<file path="src/rtl/dcmi_pkg.sv">
// Shared types and constants for the DCMI capture sequencer.
//   dcmi_state_e   : capture FSM states
//   FCRC_*         : frame-rate control encodings
//   frame_selected : decides whether the frame that is starting gets captured
package dcmi_pkg;

    typedef enum logic [1:0] {
        IDLE     = 2'd0,
        WAIT_SOF = 2'd1,
        ACTIVE   = 2'd2,
        SKIP     = 2'd3
    } dcmi_state_e;

    localparam logic [1:0] FCRC_ALL     = 2'b00;
    localparam logic [1:0] FCRC_HALF    = 2'b01;
    localparam logic [1:0] FCRC_QUARTER = 2'b10;

    localparam int unsigned FRAME_CNT_W = 2;

    // The counter value passed in is the one held before this frame's increment.
    function automatic logic frame_selected(input logic [1:0]             fcrc,
                                            input logic [FRAME_CNT_W-1:0] cnt);
        logic sel;
        case (fcrc)
            FCRC_ALL:     sel = 1'b1;
            FCRC_HALF:    sel = ~cnt[0];
            FCRC_QUARTER: sel = (cnt == '0);
            default:      sel = 1'b1;   // 2'b11 behaves as "all frames"
        endcase
        return sel;
    endfunction

endpackage

</file>
<file path="src/rtl/dcmi_sync_edge.sv">
// Sync-signal normaliser and blanking edge detector.
//   clk, rstn       : clock, async active-low reset
//   enable          : block enable; edges are reported only when it was also high last cycle
//   sync_in         : synchronised VSYNC or HSYNC
//   blank_pol       : sync level that means blanking
//   blank_c         : current blanking level (combinational)
//   enter_blank_c   : active -> blanking transition this cycle (combinational)
//   leave_blank_c   : blanking -> active transition this cycle (combinational)
module dcmi_sync_edge (
    input  logic clk,
    input  logic rstn,
    input  logic enable,
    input  logic sync_in,
    input  logic blank_pol,
    output logic blank_c,
    output logic enter_blank_c,
    output logic leave_blank_c
);

    logic blank_d;
    logic enable_d;

    assign blank_c = (sync_in == blank_pol);

    // History runs every cycle, even while disabled, so enabling mid-frame sees no edge.
    always_ff @(posedge clk or negedge rstn) begin
        if (!rstn) begin
            blank_d  <= 1'b0;
            enable_d <= 1'b0;
        end else begin
            blank_d  <= blank_c;
            enable_d <= enable;
        end
    end

    assign enter_blank_c = enable & enable_d & ~blank_d &  blank_c;
    assign leave_blank_c = enable & enable_d &  blank_d & ~blank_c;

endmodule

</file>
<file path="src/rtl/dcmi_capture_ctrl.sv">
// DCMI capture sequencer: tracks VSYNC/HSYNC framing, runs continuous or
// snapshot capture with frame-rate decimation, gates the pixel path and
// produces the line / vsync / frame-end event pulses.
//   clk, rstn            : clock, async active-low reset
//   dcmi_enable          : 0 forces IDLE and clears counters
//   dcmi_capture         : capture request
//   dcmi_cm              : 0 continuous, 1 snapshot
//   dcmi_fcrc            : frame-rate control
//   dcmi_vspol/hspol     : sync levels meaning blanking
//   vsync, hsync         : synchronised sync inputs
//   capture_clr          : pulse clearing the capture request after a snapshot
//   frame_active         : FSM is in ACTIVE
//   line_valid           : pixel qualifier (pixels are delayed one cycle downstream)
//   line_cnt             : lines completed in the current captured frame
//   line_irq_pulse       : end of a captured line
//   vsync_irq_pulse      : start of vertical blanking while not IDLE
//   frame_end_irq_pulse  : end of a captured frame
module dcmi_capture_ctrl
    import dcmi_pkg::*;
#(
    parameter int unsigned LINE_W = 14
) (
    input  logic              clk,
    input  logic              rstn,
    input  logic              dcmi_enable,
    input  logic              dcmi_capture,
    input  logic              dcmi_cm,
    input  logic [1:0]        dcmi_fcrc,
    input  logic              dcmi_vspol,
    input  logic              dcmi_hspol,
    input  logic              vsync,
    input  logic              hsync,
    output logic              capture_clr,
    output logic              frame_active,
    output logic              line_valid,
    output logic [LINE_W-1:0] line_cnt,
    output logic              line_irq_pulse,
    output logic              vsync_irq_pulse,
    output logic              frame_end_irq_pulse
);

    dcmi_state_e            state_q;
    dcmi_state_e            state_nxt;
    logic [FRAME_CNT_W-1:0] frame_cnt_q;
    logic [FRAME_CNT_W-1:0] frame_cnt_nxt;
    logic [LINE_W-1:0]      line_cnt_nxt;
    logic                   capture_clr_nxt;
    logic                   frame_active_nxt;
    logic                   line_valid_nxt;
    logic                   line_irq_nxt;
    logic                   vsync_irq_nxt;
    logic                   frame_end_irq_nxt;

    logic vblank_c;
    logic hblank_c;
    logic sof_c;
    logic eof_c;
    logic eol_c;
    logic line_start_unused;

    // Vertical framing: leaving blanking starts a frame, entering it ends one.
    dcmi_sync_edge u_vsync_edge (
        .clk           (clk),
        .rstn          (rstn),
        .enable        (dcmi_enable),
        .sync_in       (vsync),
        .blank_pol     (dcmi_vspol),
        .blank_c       (vblank_c),
        .enter_blank_c (eof_c),
        .leave_blank_c (sof_c)
    );

    // Horizontal framing: entering blanking ends a line.
    dcmi_sync_edge u_hsync_edge (
        .clk           (clk),
        .rstn          (rstn),
        .enable        (dcmi_enable),
        .sync_in       (hsync),
        .blank_pol     (dcmi_hspol),
        .blank_c       (hblank_c),
        .enter_blank_c (eol_c),
        .leave_blank_c (line_start_unused)
    );

    // State register.
    always_ff @(posedge clk or negedge rstn) begin
        if (!rstn) begin
            state_q <= IDLE;
        end else begin
            state_q <= state_nxt;
        end
    end

    // Next-state logic.
    always_comb begin
        state_nxt = state_q;
        if (!dcmi_enable) begin
            state_nxt = IDLE;
        end else begin
            case (state_q)
                IDLE: begin
                    if (dcmi_capture) state_nxt = WAIT_SOF;
                end
                WAIT_SOF: begin
                    if (!dcmi_capture) begin
                        state_nxt = IDLE;
                    end else if (sof_c) begin
                        state_nxt = frame_selected(dcmi_fcrc, frame_cnt_q) ? ACTIVE : SKIP;
                    end
                end
                ACTIVE: begin
                    // A dropped request only takes effect once the frame completes.
                    if (eof_c) begin
                        state_nxt = (dcmi_cm || !dcmi_capture) ? IDLE : WAIT_SOF;
                    end
                end
                SKIP: begin
                    if (eof_c) state_nxt = dcmi_capture ? WAIT_SOF : IDLE;
                end
                default: state_nxt = IDLE;
            endcase
        end
    end

    // Output / counter next values; everything here is registered below.
    always_comb begin
        frame_cnt_nxt     = frame_cnt_q;
        line_cnt_nxt      = line_cnt;
        capture_clr_nxt   = 1'b0;
        line_irq_nxt      = 1'b0;
        vsync_irq_nxt     = 1'b0;
        frame_end_irq_nxt = 1'b0;

        if (!dcmi_enable) begin
            frame_cnt_nxt = '0;
            line_cnt_nxt  = '0;
        end else begin
            case (state_q)
                IDLE: begin
                    if (dcmi_capture) frame_cnt_nxt = '0;
                end
                WAIT_SOF: begin
                    vsync_irq_nxt = eof_c;
                    if (dcmi_capture && sof_c) begin
                        frame_cnt_nxt = frame_cnt_q + FRAME_CNT_W'(1);
                        line_cnt_nxt  = '0;
                    end
                end
                ACTIVE: begin
                    vsync_irq_nxt = eof_c;
                    if (eol_c) begin
                        line_irq_nxt = 1'b1;
                        if (line_cnt != '1) line_cnt_nxt = line_cnt + LINE_W'(1);
                    end
                    if (eof_c) begin
                        frame_end_irq_nxt = 1'b1;
                        capture_clr_nxt   = dcmi_cm;
                    end
                end
                SKIP: begin
                    vsync_irq_nxt = eof_c;
                end
                default: ;
            endcase
        end

        // Qualify with the state being entered so the first pixel after sof is valid.
        frame_active_nxt = (state_nxt == ACTIVE);
        line_valid_nxt   = (state_nxt == ACTIVE) & ~vblank_c & ~hblank_c;
    end

    // Output and counter registers.
    always_ff @(posedge clk or negedge rstn) begin
        if (!rstn) begin
            frame_cnt_q         <= '0;
            line_cnt            <= '0;
            capture_clr         <= 1'b0;
            frame_active        <= 1'b0;
            line_valid          <= 1'b0;
            line_irq_pulse      <= 1'b0;
            vsync_irq_pulse     <= 1'b0;
            frame_end_irq_pulse <= 1'b0;
        end else begin
            frame_cnt_q         <= frame_cnt_nxt;
            line_cnt            <= line_cnt_nxt;
            capture_clr         <= capture_clr_nxt;
            frame_active        <= frame_active_nxt;
            line_valid          <= line_valid_nxt;
            line_irq_pulse      <= line_irq_nxt;
            vsync_irq_pulse     <= vsync_irq_nxt;
            frame_end_irq_pulse <= frame_end_irq_nxt;
        end
    end

endmodule

</file>
<file path="config.mk">
export PLATFORM = sky130hd
export DESIGN_NAME = dcmi_capture_ctrl
export DESIGN_NICKNAME = d
export VERILOG_FILES = /design/src/rtl/dcmi_pkg.sv /design/src/rtl/dcmi_sync_edge.sv /design/src/rtl/dcmi_capture_ctrl.sv
export SDC_FILE = /design/constraint.sdc
export NUM_CORES = 1
export LEC_CHECK = 0
export CAP_MARGIN = 15
export CORE_UTILIZATION = 45
export DETAILED_ROUTE_END_ITERATION = 8
export MAX_ROUTING_LAYER = met4
export PLACE_DENSITY_LB_ADDON = 0.12
export SLEW_MARGIN = 20
export SYNTH_ARGS = -nofsm -noshare
export SYNTH_HDL_FRONTEND = slang
export SYNTH_SLANG_ARGS = --single-unit
export TNS_END_PERCENT = 5
</file>
<file path="constraint.sdc">
create_clock -name clk -period 1.84 [get_ports clk]
set_input_delay 0.368 -clock clk [delete_from_list [all_inputs] [get_ports clk]]
set_output_delay 0.368 -clock clk [all_outputs]
set_load 0.01 [all_outputs]
</file>
==> results of run 1 <==
==> per-stage QoR <==
step           cells  setup TNS [ns]  util, %
4_1_cts          238        -0.00653     64.5
5_1_grt          238          -0.198     65.6
3_3_place_gp     232           -6.86     62.8
2_1_floorplan    143         -0.0630        -
6_report         238               0     65.6
3_5_place_dp     232           -7.27     62.8
==> state kept, by name (all words and copies together) (netlist names) <==
signal                 cells
frame_cnt_q                2
capture_clr                1
u_vsync_edge.blank_d       1
frame_active               1
vsync_irq_pulse            1
line_valid                 1
u_hsync_edge.enable_d      1
state_q                    2
frame_end_irq_pulse        1
line_irq_pulse             1
line_cnt                  14
u_hsync_edge.blank_d       1
==> power groups by stage <==
stage | sequential, mW | clock [mW] | combinational (mW)
floorplan | 0.618 | 0 | 0.0422
global placement | 0.616 | 0 | 0.110
detailed placement | 0.617 | 0 | 0.114
finish | 0.606 | 0.256 | 0.120
CTS | 0.606 | 0.273 | 0.114
global route | 0.608 | 0.289 | 0.133
==> final cells by class <==
class	count	share of cell area [%]
clock buffers	3	1.13
clock inverters	1	0.250
inverters	12	2.25
multi-input cells	101	37.3
flip-flops and latches	27	33.9
well taps	44	2.75
repair buffers	50	22.4
==> logic make-up (layout without fill, tap and decap cells) <==
| kind of cell | count (synthesis) | count (layout) |
|---|---|---|
| multiplexers | 3 | 3 |
| AND/OR/NAND/NOR | 63 | 63 |
| AO/OA/AOI/OAI | 22 | 22 |
| flip-flops | 27 | 27 |
| XOR/XNOR | 9 | 9 |
| adder cells (fa/ha/maj) | 4 | 4 |
| buffers and inverters | 15 | 66 |
==> repair_timing <==
item	in CTS	in global routing
pin swaps	4	1
gates resized for setup	7	5
endpoints found under the setup margin	12	10
buffers inserted	1	0
gates cloned	1	0
==> layout by cell type, fill, tap and decap left out, types with 2 or more instances in the layout <==
cell type and n:
dfrtp_1 24, clkbuf_4 3, and2_1 2, inv_1 12
nand2_1 7, ha_1 4, dlygate4sd2_1 3, nand3_1 9
o21ai_0 4, dfrtp_2 3, nor2_1 16, mux2_2 2
xnor2_1 7, xor2_1 2, nand2b_1 4, nor4_2 6
nand4_1 3, and3_1 4, a21oi_1 5, buf_4 18
or3_1 2, clkdlybuf4s50_1 27, a22o_1 3
==> routing by layer <==
metal  GRT usage (%)  wire, um
met5               -         0
met2            32.5      1630
met1            27.3      1420
met3            1.98       118
met4            6.12        33
==> path summary, 6_finish.rpt <==
path	start	slack (ns)	to
setup reg to reg	line_cnt[0]$_DFFE_PN0P_	0.04	line_cnt[11]$_DFFE_PN0P_
hold / removal	rstn	0.40	line_cnt[7]$_DFFE_PN0P_
setup / recovery	vsync	0.009	line_valid$_DFF_PN0_
max in group asynchronous	rstn	1.16	line_cnt[5]$_DFFE_PN0P_
min in group clk	hsync	0.45	u_hsync_edge.blank_d$_DFF_PN0_
hold reg to reg	frame_cnt_q[0]$_DFFE_PN0P_	0.56	frame_cnt_q[0]$_DFFE_PN0P_
==> summary.txt, run 1 <==
Critical path
  – CP max FO: 3
  – Critical Path Max Stage Delay: 0.48 ns
  – Worst path required time: 2.08 ns
  – Startpoint types: input port
  – Crit Path Category: input port to flip-flop
  – CP arrival: 2.07 ns
  – Top Family by Delay on Critical Path: buffers and inverters
  – Worst R2R Path Depth: 7
  – CP max stage cell: o311ai_0
  – Crit path depth: 7
  – Critical Path, Cell by Cell: clkdlybuf4s50_1 > xor2_1 > buf_4 > nand2b_1 > o311ai_0 > a21oi_2 > nor4_2
  – Crit end category: flip-flop
  – WP buf/inv: 2

Drt
  – Vias per inst: 5.25
  – Initial DRC count: 44
  – DRC viols: 0
  – Routed wire length: 3.20 mm
  – DR vias: 1250
  – ANT nets after route: 0
  – Avg WL per Cell: 13.4 um
  – DRT Pass-1 Iters: 4

STA
  – Worst hold margin: 0.396 ns
  – Final setup vio count: 0
  – Worst slew pin tran: 0.476 ns
  – Max Slew Vio Count: 0
  – Final min period: 1.83 ns
  – Unrepaired setup endpoints after global routing: true
  – Normalized max-slew margin: 67.8%
  – PnR worst setup slack: 0.00869 ns
  – Achievable frequency: 546 MHz
  – Worst Skew: 0.00580 ns
  – Final Hold Viols: 0
  – Period utilization: 99.5%

Logic synthesis
  – Ranking of synthesized cells by area: dfrtp_1, nor4_2, xnor2_1
  – Adder-Cell Fraction of Synth Area: 3.47%
  – Post-Synth XOR/XNOR Area: 5.46%
  – Netlist cell types: 40
  – Post-Syn Area: 1440 sq um
  – Ys Warns: 0
  – Register area share after synthesis: 46.8%
  – Post-synth EDFFs: 0
  – Ys async rst share: 100%
  – Synthesized area per cell: 10.1 sq um
  – Synth Register Bits: 27
  – Commonest cells in the netlist: dfrtp_1, nor2_1, inv_1
  – Yosys top cell by area: dfrtp_1
  – Compound-gate portion of the synthesized area: 11.3%
  – Top_reg_cell synth: dfrtp_1
  – Area share of and/or/nand/nor cells after synthesis: 26.2%
  – Post-synthesis mux area share: 2.34%
  – Syn nets: 158
  – Post-synthesis cell count: 143
  – Top-area cell type share of the netlist area: 46.8%
  – Most frequent cell after synthesis: dfrtp_1
  – Largest family of logic cells by synthesized area: simple AND/OR/NAND/NOR gates

Global routing
  – Initial antenna violation count: 0
  – Gr usage total: 20.2%
  – Largest net degree at the start of global routing: 28
  – GRT overflow: 0
  – Number of global-route vias before repair: 1187
  – Global-route wire length before repair: 5.20 mm

CTS
  – CTS H-tree lvls: 1
  – CTS Buffer Depth: 2
  – CTS tree: done
  – CTS Hold Buffers Added: 0
  – Root Buffer: clkbuf_4
  – Num Clock Sinks: 27
  – Worst-path clk slew: 0.15 ns
  – Clk_lat worst skew: 0.32 ns
  – Cts bufs inserted: 3

Placement
  – Final Wtd Congestion: 0.820
  – PortBufs: 30
  – Placed wire-length estimate: 2.35 mm
  – Placed instance area: 1920 sq um
  – Pre-CTS WS: -0.534 ns

Run
  – Max-cap violations: 0

Power and ir drop
  – Pwr per Cell Area: 491 nW/um^2
  – Comb power frac: 12.2%
  – Switching power: 0.243 mW
  – Leakage: 0.869 nW
  – Sequential share of power: 61.7%
  – Internal: 0.739 mW
  – Switching Share: 24.7%
  – Peak supply drop: 0.000437 V
  – Power, Total: 0.982 mW
  – Clock share of power: 26.0%

Floorplanning
  – Initial core utilization: 47.3%
  – CORE AREA: 3050 sq um
  – DIE AREA: 3440 sq um
  – Row cnt: 20
  – Number of I/O pins: 31
  – Die height: 58.6 um
  – Die width: 58.6 um

Finish
  – Multi-input logic area: 747 sq um
  – Cell area after layout: 2000 sq um
  – Share of layout cells above drive strength 1: 22.7%
  – Number of diodes: 0
  – Nets: 210
  – Area Growth Syn to Fin: 38.6%
  – Register Area: 679 sq um
  – Layout fillers: 268

Run status
  – Status: finished clean

Hold path
  – Worst Hold Class: input port to async pin
Power figures use the tool's default switching activity.
==> inputs of run 2 (changes only) <==
--- a/config.mk
+++ b/config.mk
@@ -6,6 +6,7 @@
 export NUM_CORES = 1
 export LEC_CHECK = 0
 export CAP_MARGIN = 15
+export CORE_ASPECT_RATIO = 1.4
 export CORE_UTILIZATION = 45
 export DETAILED_ROUTE_END_ITERATION = 8
 export MAX_ROUTING_LAYER = met4
==> summary.txt, run 2 (same netlist as run 1, synthesis figures left out) <==
Floorplanning
  – Die width: 49.9 um (-15%)
  – Initial core utilization: 46.7% (-0.61 points)
  – Number of I/O pins: 31 (unchanged)
  – Row cnt: 24 (+20%)
  – DIE AREA: 3440 sq um (about the same)
  – Die height: 69.0 um (+18%)
  – CORE AREA: 3090 sq um (+1.3%)

Critical path
  – CP max FO: 5 (+2)
  – Crit end category: flip-flop
  – Worst path required time: 2.00 ns (-0.08 ns)
  – Startpoint types: input port
  – Crit Path Category: input port to flip-flop
  – CP arrival: 1.99 ns (-0.08 ns)

STA
  – Worst slew pin tran: 0.420 ns (-0.0560 ns)
  – Worst Skew: 0.00376 ns (-0.00204 ns)
  – Final min period: 1.83 ns (+0.0000975 ns)
  – Max Slew Vio Count: 0 (unchanged)
  – Fin Setup TNS: 0 ns (unchanged)
  – Worst hold margin: 0.356 ns (-0.0401 ns)
  – Final Hold Viols: 0 (unchanged)
  – Unrepaired setup endpoints after global routing: true
  – Final setup vio count: 0 (unchanged)
  – Achievable frequency: 546 MHz (about the same)
  – Normalized max-slew margin: 71.8% (+3.9 points)
  – Period utilization: 99.5% (about the same)

Global routing
  – Initial antenna violation count: 0 (unchanged)
  – Number of global-route vias before repair: 1316 (+11%)
  – Largest net degree at the start of global routing: 28 (unchanged)
  – GRT overflow: 0 (unchanged)
  – Global-route wire length before repair: 6.01 mm (+16%)
  – Gr usage total: 23.1% (+2.9 points)

Power and ir drop
  – Pwr per Cell Area: 511 nW/um^2 (+4.1%)
  – Peak supply drop: 0.000455 V (+3.9%)
  – Clock share of power: 30.9% (+4.9 points)
  – Switching power: 0.248 mW (+2.2%)
  – Leakage: 0.924 nW (+6.4%)
  – Sequential share of power: 57.0% (-4.7 points)
  – Internal: 0.815 mW (+10%)
  – Comb power frac: 12.1% (about the same)
  – Switching Share: 23.3% (-1.4 points)

CTS
  – Clk_lat worst skew: 0.27 ns (-0.05 ns)
  – CTS Hold Buffers Added: 0 (unchanged)
  – Cts bufs inserted: 3 (unchanged)
  – CTS tree: done
  – Root Buffer: clkbuf_8
  – CTS Buffer Depth: 2 (unchanged)
  – Num Clock Sinks: 27 (unchanged)
  – CTS H-tree lvls: 1 (unchanged)
  – Worst-path clk slew: 0.09 ns (-0.06 ns)

Placement
  – Placed wire-length estimate: 2.63 mm (+12%)
  – Final Wtd Congestion: 0.885 (+7.9%)
  – PortBufs: 30 (unchanged)

Drt
  – Routed wire length: 3.45 mm (+7.9%)
  – Avg WL per Cell: 14.3 um (+6.6%)
  – DRC viols: 0 (unchanged)
  – ANT nets after route: 0 (unchanged)
  – Initial DRC count: 38 (-14%)
  – DRT Pass-1 Iters: 4 (unchanged)
  – Vias per inst: 5.25 (about the same)
  – DR vias: 1266 (+1.3%)

Run
  – Max-cap violations: 0 (unchanged)

Finish
  – Share of layout cells above drive strength 1: 27.2% (+4.5 points)
  – Nets: 218 (+3.8%)
  – Commonest cells after routing, fill and taps aside: buf_4, clkdlybuf4s50_1, dfrtp_1
  – Number of diodes: 0 (unchanged)
  – Commonest non-fill, non-tap cell in the layout: buf_4
  – Biggest register: line_cnt
  – Largest registers: line_cnt (14), frame_cnt_q (2), state_q (2)
  – Area Growth Syn to Fin: 44.1%
  – Max FFs per register: 14 (unchanged)

Hold path
  – Worst Hold Class: input port to flip-flop

Run status
  – Status: finished clean
==> run 2: changes by cell type in the layout (fill, tap and decap cells not counted), moves of 2 or more <==
cell / before / now
buf_4: 18 / 26
clkdlybuf4s50_1: 27 / 25
clkbuf_4: 3 / 0
clkbuf_8: 0 / 3
==> run 2: area by class of cell <==
class	instances	area, sq um
well taps	39	48.8
fillers	250	1010
inverters	12	45.0
repair buffers	58	503
clock buffers	3	41.3
multi-input cells	101	758
flip-flops and latches	27	679
clock inverters	1	5.00
==> run 2: power by group through the flow <==
stage	clock, mW	sequential, mW	combinational (mW)
floorplan	0	0.618	0.0422
global placement	0	0.616	0.112
detailed placement	0	0.617	0.116
CTS	0.345	0.606	0.127
global route	0.363	0.607	0.142
finish	0.329	0.606	0.128
==> run 2: critical path: stages <==
cell,delay [ns]
clkdlybuf4s15_1,0.17
xor2_1,0.15
or4_4,0.57
buf_6,0.16
o21bai_4,0.14
nand4_1,0.13
mux2_4,0.32
==> run 2: worst paths after layout <==
| check | slack (ns) | from | end | cells past startpoint |
|---|---|---|---|---|
| max in group asynchronous | 1.09 | rstn | line_cnt[4]$_DFFE_PN0P_ | 2 |
| setup / recovery | 0.009 | dcmi_hspol | line_cnt[13]$_DFFE_PN0P_ | 7 |
| min in group asynchronous | 0.47 | rstn | line_cnt[7]$_DFFE_PN0P_ | 2 |
| hold / removal | 0.36 | hsync | u_hsync_edge.blank_d$_DFF_PN0_ | 3 |
| setup reg to reg | 0.009 | u_hsync_edge.enable_d$_DFF_PN0_ | line_cnt[13]$_DFFE_PN0P_ | 6 |
| hold reg to reg | 0.56 | frame_cnt_q[1]$_DFFE_PN0P_ | frame_cnt_q[1]$_DFFE_PN0P_ | 2 |
==> run 2: layer usage <==
layer	vias up	wire length (um)	global-route usage (%)
met5	-	0	-
met4	0	53	6.35
met3	6	81	1.55
met2	29	1960	41.9
met1	612	1360	26.8
li1	619	-	-
==> run 2: stage by stage <==
step / utilization (%) / power (mW) / cells / setup WS [ns] / instance area, sq um
3_5_place_dp: 63.0 / 0.733 / 232 / -0.551 / 1950
4_1_cts: 66.8 / 1.08 / 241 / 0.00494 / 2070
5_1_grt: 67.3 / 1.11 / 241 / -0.0636 / 2080
6_report: 67.3 / 1.06 / 241 / 0.00859 / 2080
3_3_place_gp: 63.0 / 0.728 / 232 / -0.492 / 1950
2_1_floorplan: - / 0.661 / 143 / -0.0630 / 1450
==> run 2: timing repair <==
item                                    in CTS  in global routing
pin swaps                                   10                  1
gates resized for setup                     18                  3
buffers inserted                             4                  0
cloned                                       1                  0
endpoints found under the setup margin      17                 12
==> inputs of run 3 (changes only) <==
--- a/config.mk
+++ b/config.mk
@@ -5,9 +5,10 @@
 export SDC_FILE = /design/constraint.sdc
 export NUM_CORES = 1
 export LEC_CHECK = 0
+export ABC_AREA = 1
 export CAP_MARGIN = 15
 export CORE_ASPECT_RATIO = 1.4
-export CORE_UTILIZATION = 45
+export CORE_UTILIZATION = 46
 export DETAILED_ROUTE_END_ITERATION = 8
 export MAX_ROUTING_LAYER = met4
 export PLACE_DENSITY_LB_ADDON = 0.12
==> summary.txt, run 3 <==
Finish
  – Area Growth Syn to Fin: 31.7%
  – Max FFs per register: 14 (unchanged)
  – Nets: 274 (+26%)
  – Number of diodes: 0 (unchanged)
  – Biggest register: line_cnt
  – Layout fillers: 298 (+19%)
  – Largest registers: line_cnt (14), frame_cnt_q (2), state_q (2)
  – Commonest cells after routing, fill and taps aside: nand2_1, nor2_1, clkdlybuf4s50_1
  – Share of layout cells above drive strength 1: 9.30% (-18 points)
  – Commonest non-fill, non-tap cell in the layout: nand2_1

STA
  – Unrepaired setup endpoints after global routing: false
  – Normalized max-slew margin: 76.3% (+4.5 points)
  – Fin Setup TNS: 0 ns (unchanged)
  – Max Slew Vio Count: 0 (unchanged)
  – Final min period: 1.70 ns (-0.128 ns)
  – Worst Skew: 0.00344 ns (-0.000319 ns)
  – Worst hold margin: 0.461 ns (+0.105 ns)
  – Final setup vio count: 0 (unchanged)
  – Final Hold Viols: 0 (unchanged)
  – Worst slew pin tran: 0.356 ns (-0.0641 ns)
  – Period utilization: 92.6% (-7.0 points)
  – Achievable frequency: 587 MHz (+7.5%)

Power and ir drop
  – Pwr per Cell Area: 521 nW/um^2 (+2.1%)
  – Clock share of power: 32.3% (+1.4 points)
  – Leakage: 0.959 nW (+3.7%)
  – Switching Share: 24.7% (+1.4 points)
  – Switching power: 0.269 mW (+8.4%)
  – Internal: 0.817 mW (+0.31%)
  – Power, Total: 1.09 mW (+2.2%)
  – Comb power frac: 11.9% (-0.2 points)
  – Sequential share of power: 55.8% (-1.2 points)
  – Peak supply drop: 0.000450 V (-1.1%)

Logic synthesis
  – Syn nets: 228 (+44%)
  – Post-Synth XOR/XNOR Area: 2.77% (-2.7 points)
  – Post-synthesis cell count: 213 (+49%)
  – Compound-gate portion of the synthesized area: 6.41% (-4.9 points)
  – Commonest cells in the netlist: nand2_1, nor2_1, dfrtp_1, inv_1, nand3_1
  – Top-area cell type share of the netlist area: 42.7% (-4.1 points)
  – Netlist cell types: 26 (-35%)
  – Post-synthesis mux area share: 0% (-2.3 points)
  – Area share of and/or/nand/nor cells after synthesis: 36.4% (+10 points)
  – Post-synth EDFFs: 0 (unchanged)
  – Ys Warns: 0 (unchanged)
  – Yosys top cell by area: dfrtp_1
  – Most frequent cell after synthesis: nand2_1
  – Synth Register Bits: 27 (unchanged)
  – Top_reg_cell synth: dfrtp_1
  – Ys async rst share: 100% (unchanged)
  – Post-Syn Area: 1580 sq um (+9.5%)
  – Synthesized area per cell: 7.42 sq um (-26%)
  – Largest family of logic cells by synthesized area: simple AND/OR/NAND/NOR gates
  – Adder-Cell Fraction of Synth Area: 3.16% (-0.30 points)
  – Ranking of synthesized cells by area: dfrtp_1, nand2_1, nor2_1
  – Register area share after synthesis: 42.7% (-4.1 points)

Floorplanning
  – Row cnt: 24 (unchanged)
  – Die height: 71.4 um (+3.4%)
  – CORE AREA: 3180 sq um (+2.9%)
  – DIE AREA: 3680 sq um (+6.9%)
  – Number of I/O pins: 31 (unchanged)
  – Initial core utilization: 49.7% (+3.0 points)
  – Die width: 51.6 um (+3.4%)

Critical path
  – CP max stage cell: clkdlybuf4s50_1
  – Worst path required time: 1.47 ns (-0.53 ns)
  – WP buf/inv: 1 (-1)
  – Top Family by Delay on Critical Path: buffers and inverters
  – CP max FO: 5 (unchanged)
  – Crit Path Category: flip-flop to output port
  – Critical Path End: line_cnt[13]
  – R2r startpoint: line_cnt[1]$_DFFE_PN0P_
  – Critical Path Max Stage Delay: 0.58 ns (about the same)
  – Critical Path, Cell by Cell: clkdlybuf4s50_1
  – Startpoint types: flip-flop
  – CP arrival: 1.34 ns (-0.65 ns)
  – Crit path depth: 1 (-6)
  – Crit path launch: line_cnt[13]$_DFFE_PN0P_
  – R2r endpoint: line_cnt[9]$_DFFE_PN0P_
  – Worst reg2reg setup slack: 0.22 ns (+0.21 ns)
  – Crit end category: output port
  – Worst R2R Path Depth: 9 (+3)

CTS
  – Cts bufs inserted: 3 (unchanged)
  – Clk_lat worst skew: 0.28 ns (about the same)
  – Post_cts resized: 0 (-18)
  – Worst-path clk slew: 0.09 ns (about the same)
  – Num Clock Sinks: 27 (unchanged)
  – CTS H-tree lvls: 1 (unchanged)
  – Root Buffer: clkbuf_8
  – CTS tree: done
  – CTS Hold Buffers Added: 0 (unchanged)
  – CTS Buffer Depth: 2 (unchanged)
  – Post-CTS Setup Bufs: 0 (-4)

Run
  – Max-cap violations: 0 (unchanged)

Hold path
  – Worst Hold Class: input port to async pin

Drt
  – DRT Pass-1 Iters: 4 (unchanged)
  – Avg WL per Cell: 12.1 um (-16%)
  – DR vias: 1497 (+18%)
  – Vias per inst: 5.04 (-4.0%)
  – Initial DRC count: 43 (+13%)
  – Routed wire length: 3.59 mm (+4.0%)
  – DRC viols: 0 (unchanged)
  – ANT nets after route: 0 (unchanged)

Run status
  – Status: finished clean

Placement
  – Placed wire-length estimate: 2.74 mm (+4.1%)
  – PortBufs: 30 (unchanged)
  – Final Wtd Congestion: 0.886 (+0.17%)

Global routing
  – Gr usage total: 22.6% (-0.48 points)
  – Largest net degree at the start of global routing: 28 (unchanged)
  – Initial antenna violation count: 0 (unchanged)
  – GRT overflow: 0 (unchanged)
  – Global-route wire length before repair: 6.11 mm (+1.6%)
  – Number of global-route vias before repair: 1429 (+8.6%)
==> run 3: cell count changes after synthesis, sizes merged, moves of 4 or more <==
cell	previous run	this run
xnor2	7	3
inv	12	27
nand4	3	7
o21ai	4	10
nor4	7	2
nand2b	5	0
nand2	7	67
nor2	17	31
nand3	9	16
and3	4	0
==> run 3: worst min path at each step <==
stage,startpoint,end,cells after the start
finish,rstn,line_cnt[4]$_DFFE_PN0P_,2
global route,rstn,line_cnt[9]$_DFFE_PN0P_,2
CTS,rstn,line_cnt[8]$_DFFE_PN0P_,2
detailed placement,frame_cnt_q[0]$_DFFE_PN0P_,frame_cnt_q[0]$_DFFE_PN0P_,1
global placement,frame_cnt_q[0]$_DFFE_PN0P_,frame_cnt_q[0]$_DFFE_PN0P_,1
floorplan,rstn,capture_clr$_DFF_PN0_,0
==> run 3: power groups by stage <==
| stage | clock network (mW) | registers, mW | logic [mW] |
|---|---|---|---|
| 2_1_floorplan | 0 | 0.619 | 0.0551 |
| 3_3_place_gp | 0 | 0.618 | 0.130 |
| 3_5_place_dp | 0 | 0.618 | 0.131 |
| 4_1_cts | 0.356 | 0.607 | 0.132 |
| 5_1_grt | 0.370 | 0.608 | 0.144 |
| 6_report | 0.350 | 0.606 | 0.129 |
==> run 3: final cells by class <==
| type | count | area, sq um | share of cell area [%] |
|---|---|---|---|
| Timing Repair Buffer | 45 | 438 | 21.0 |
| Multi-Input combinational cell | 154 | 771 | 37.0 |
| Tap cell | 39 | 48.8 | 2.34 |
| Inverter | 28 | 105 | 5.05 |
| Sequential cell | 27 | 676 | 32.4 |
| Clock buffer | 4 | 45.0 | 2.16 |
==> run 3: layer usage <==
metal  track usage, %  part of all wire, %  vias up
met4             10.5                  3.0        0
met3             1.91                  2.5        9
li1                 -                    -      765
met2             41.4                   54       32
met1             23.7                   41      691
met5                -                    0        -
==> run 3: cell families after synthesis <==
group / after synthesis
adders and majority gates: 4
xor gates and xnor gates: 5
buffers and inverters: 32
and+or+nand+nor: 128
AOI/OAI and AO/OA: 17
DFF: 27
==> run 3: per-stage QoR <==
step	instances	instance area, sq um	worst slack (ns)	utilization, %
after detailed placement	293	2040	-0.0977	64.0
after floorplan	213	1580	0.165	-
after CTS	297	2080	0.131	65.4
after global placement	293	2040	-0.0430	64.0
final	297	2080	0.137	65.4
after global routing	297	2080	0.0778	65.4
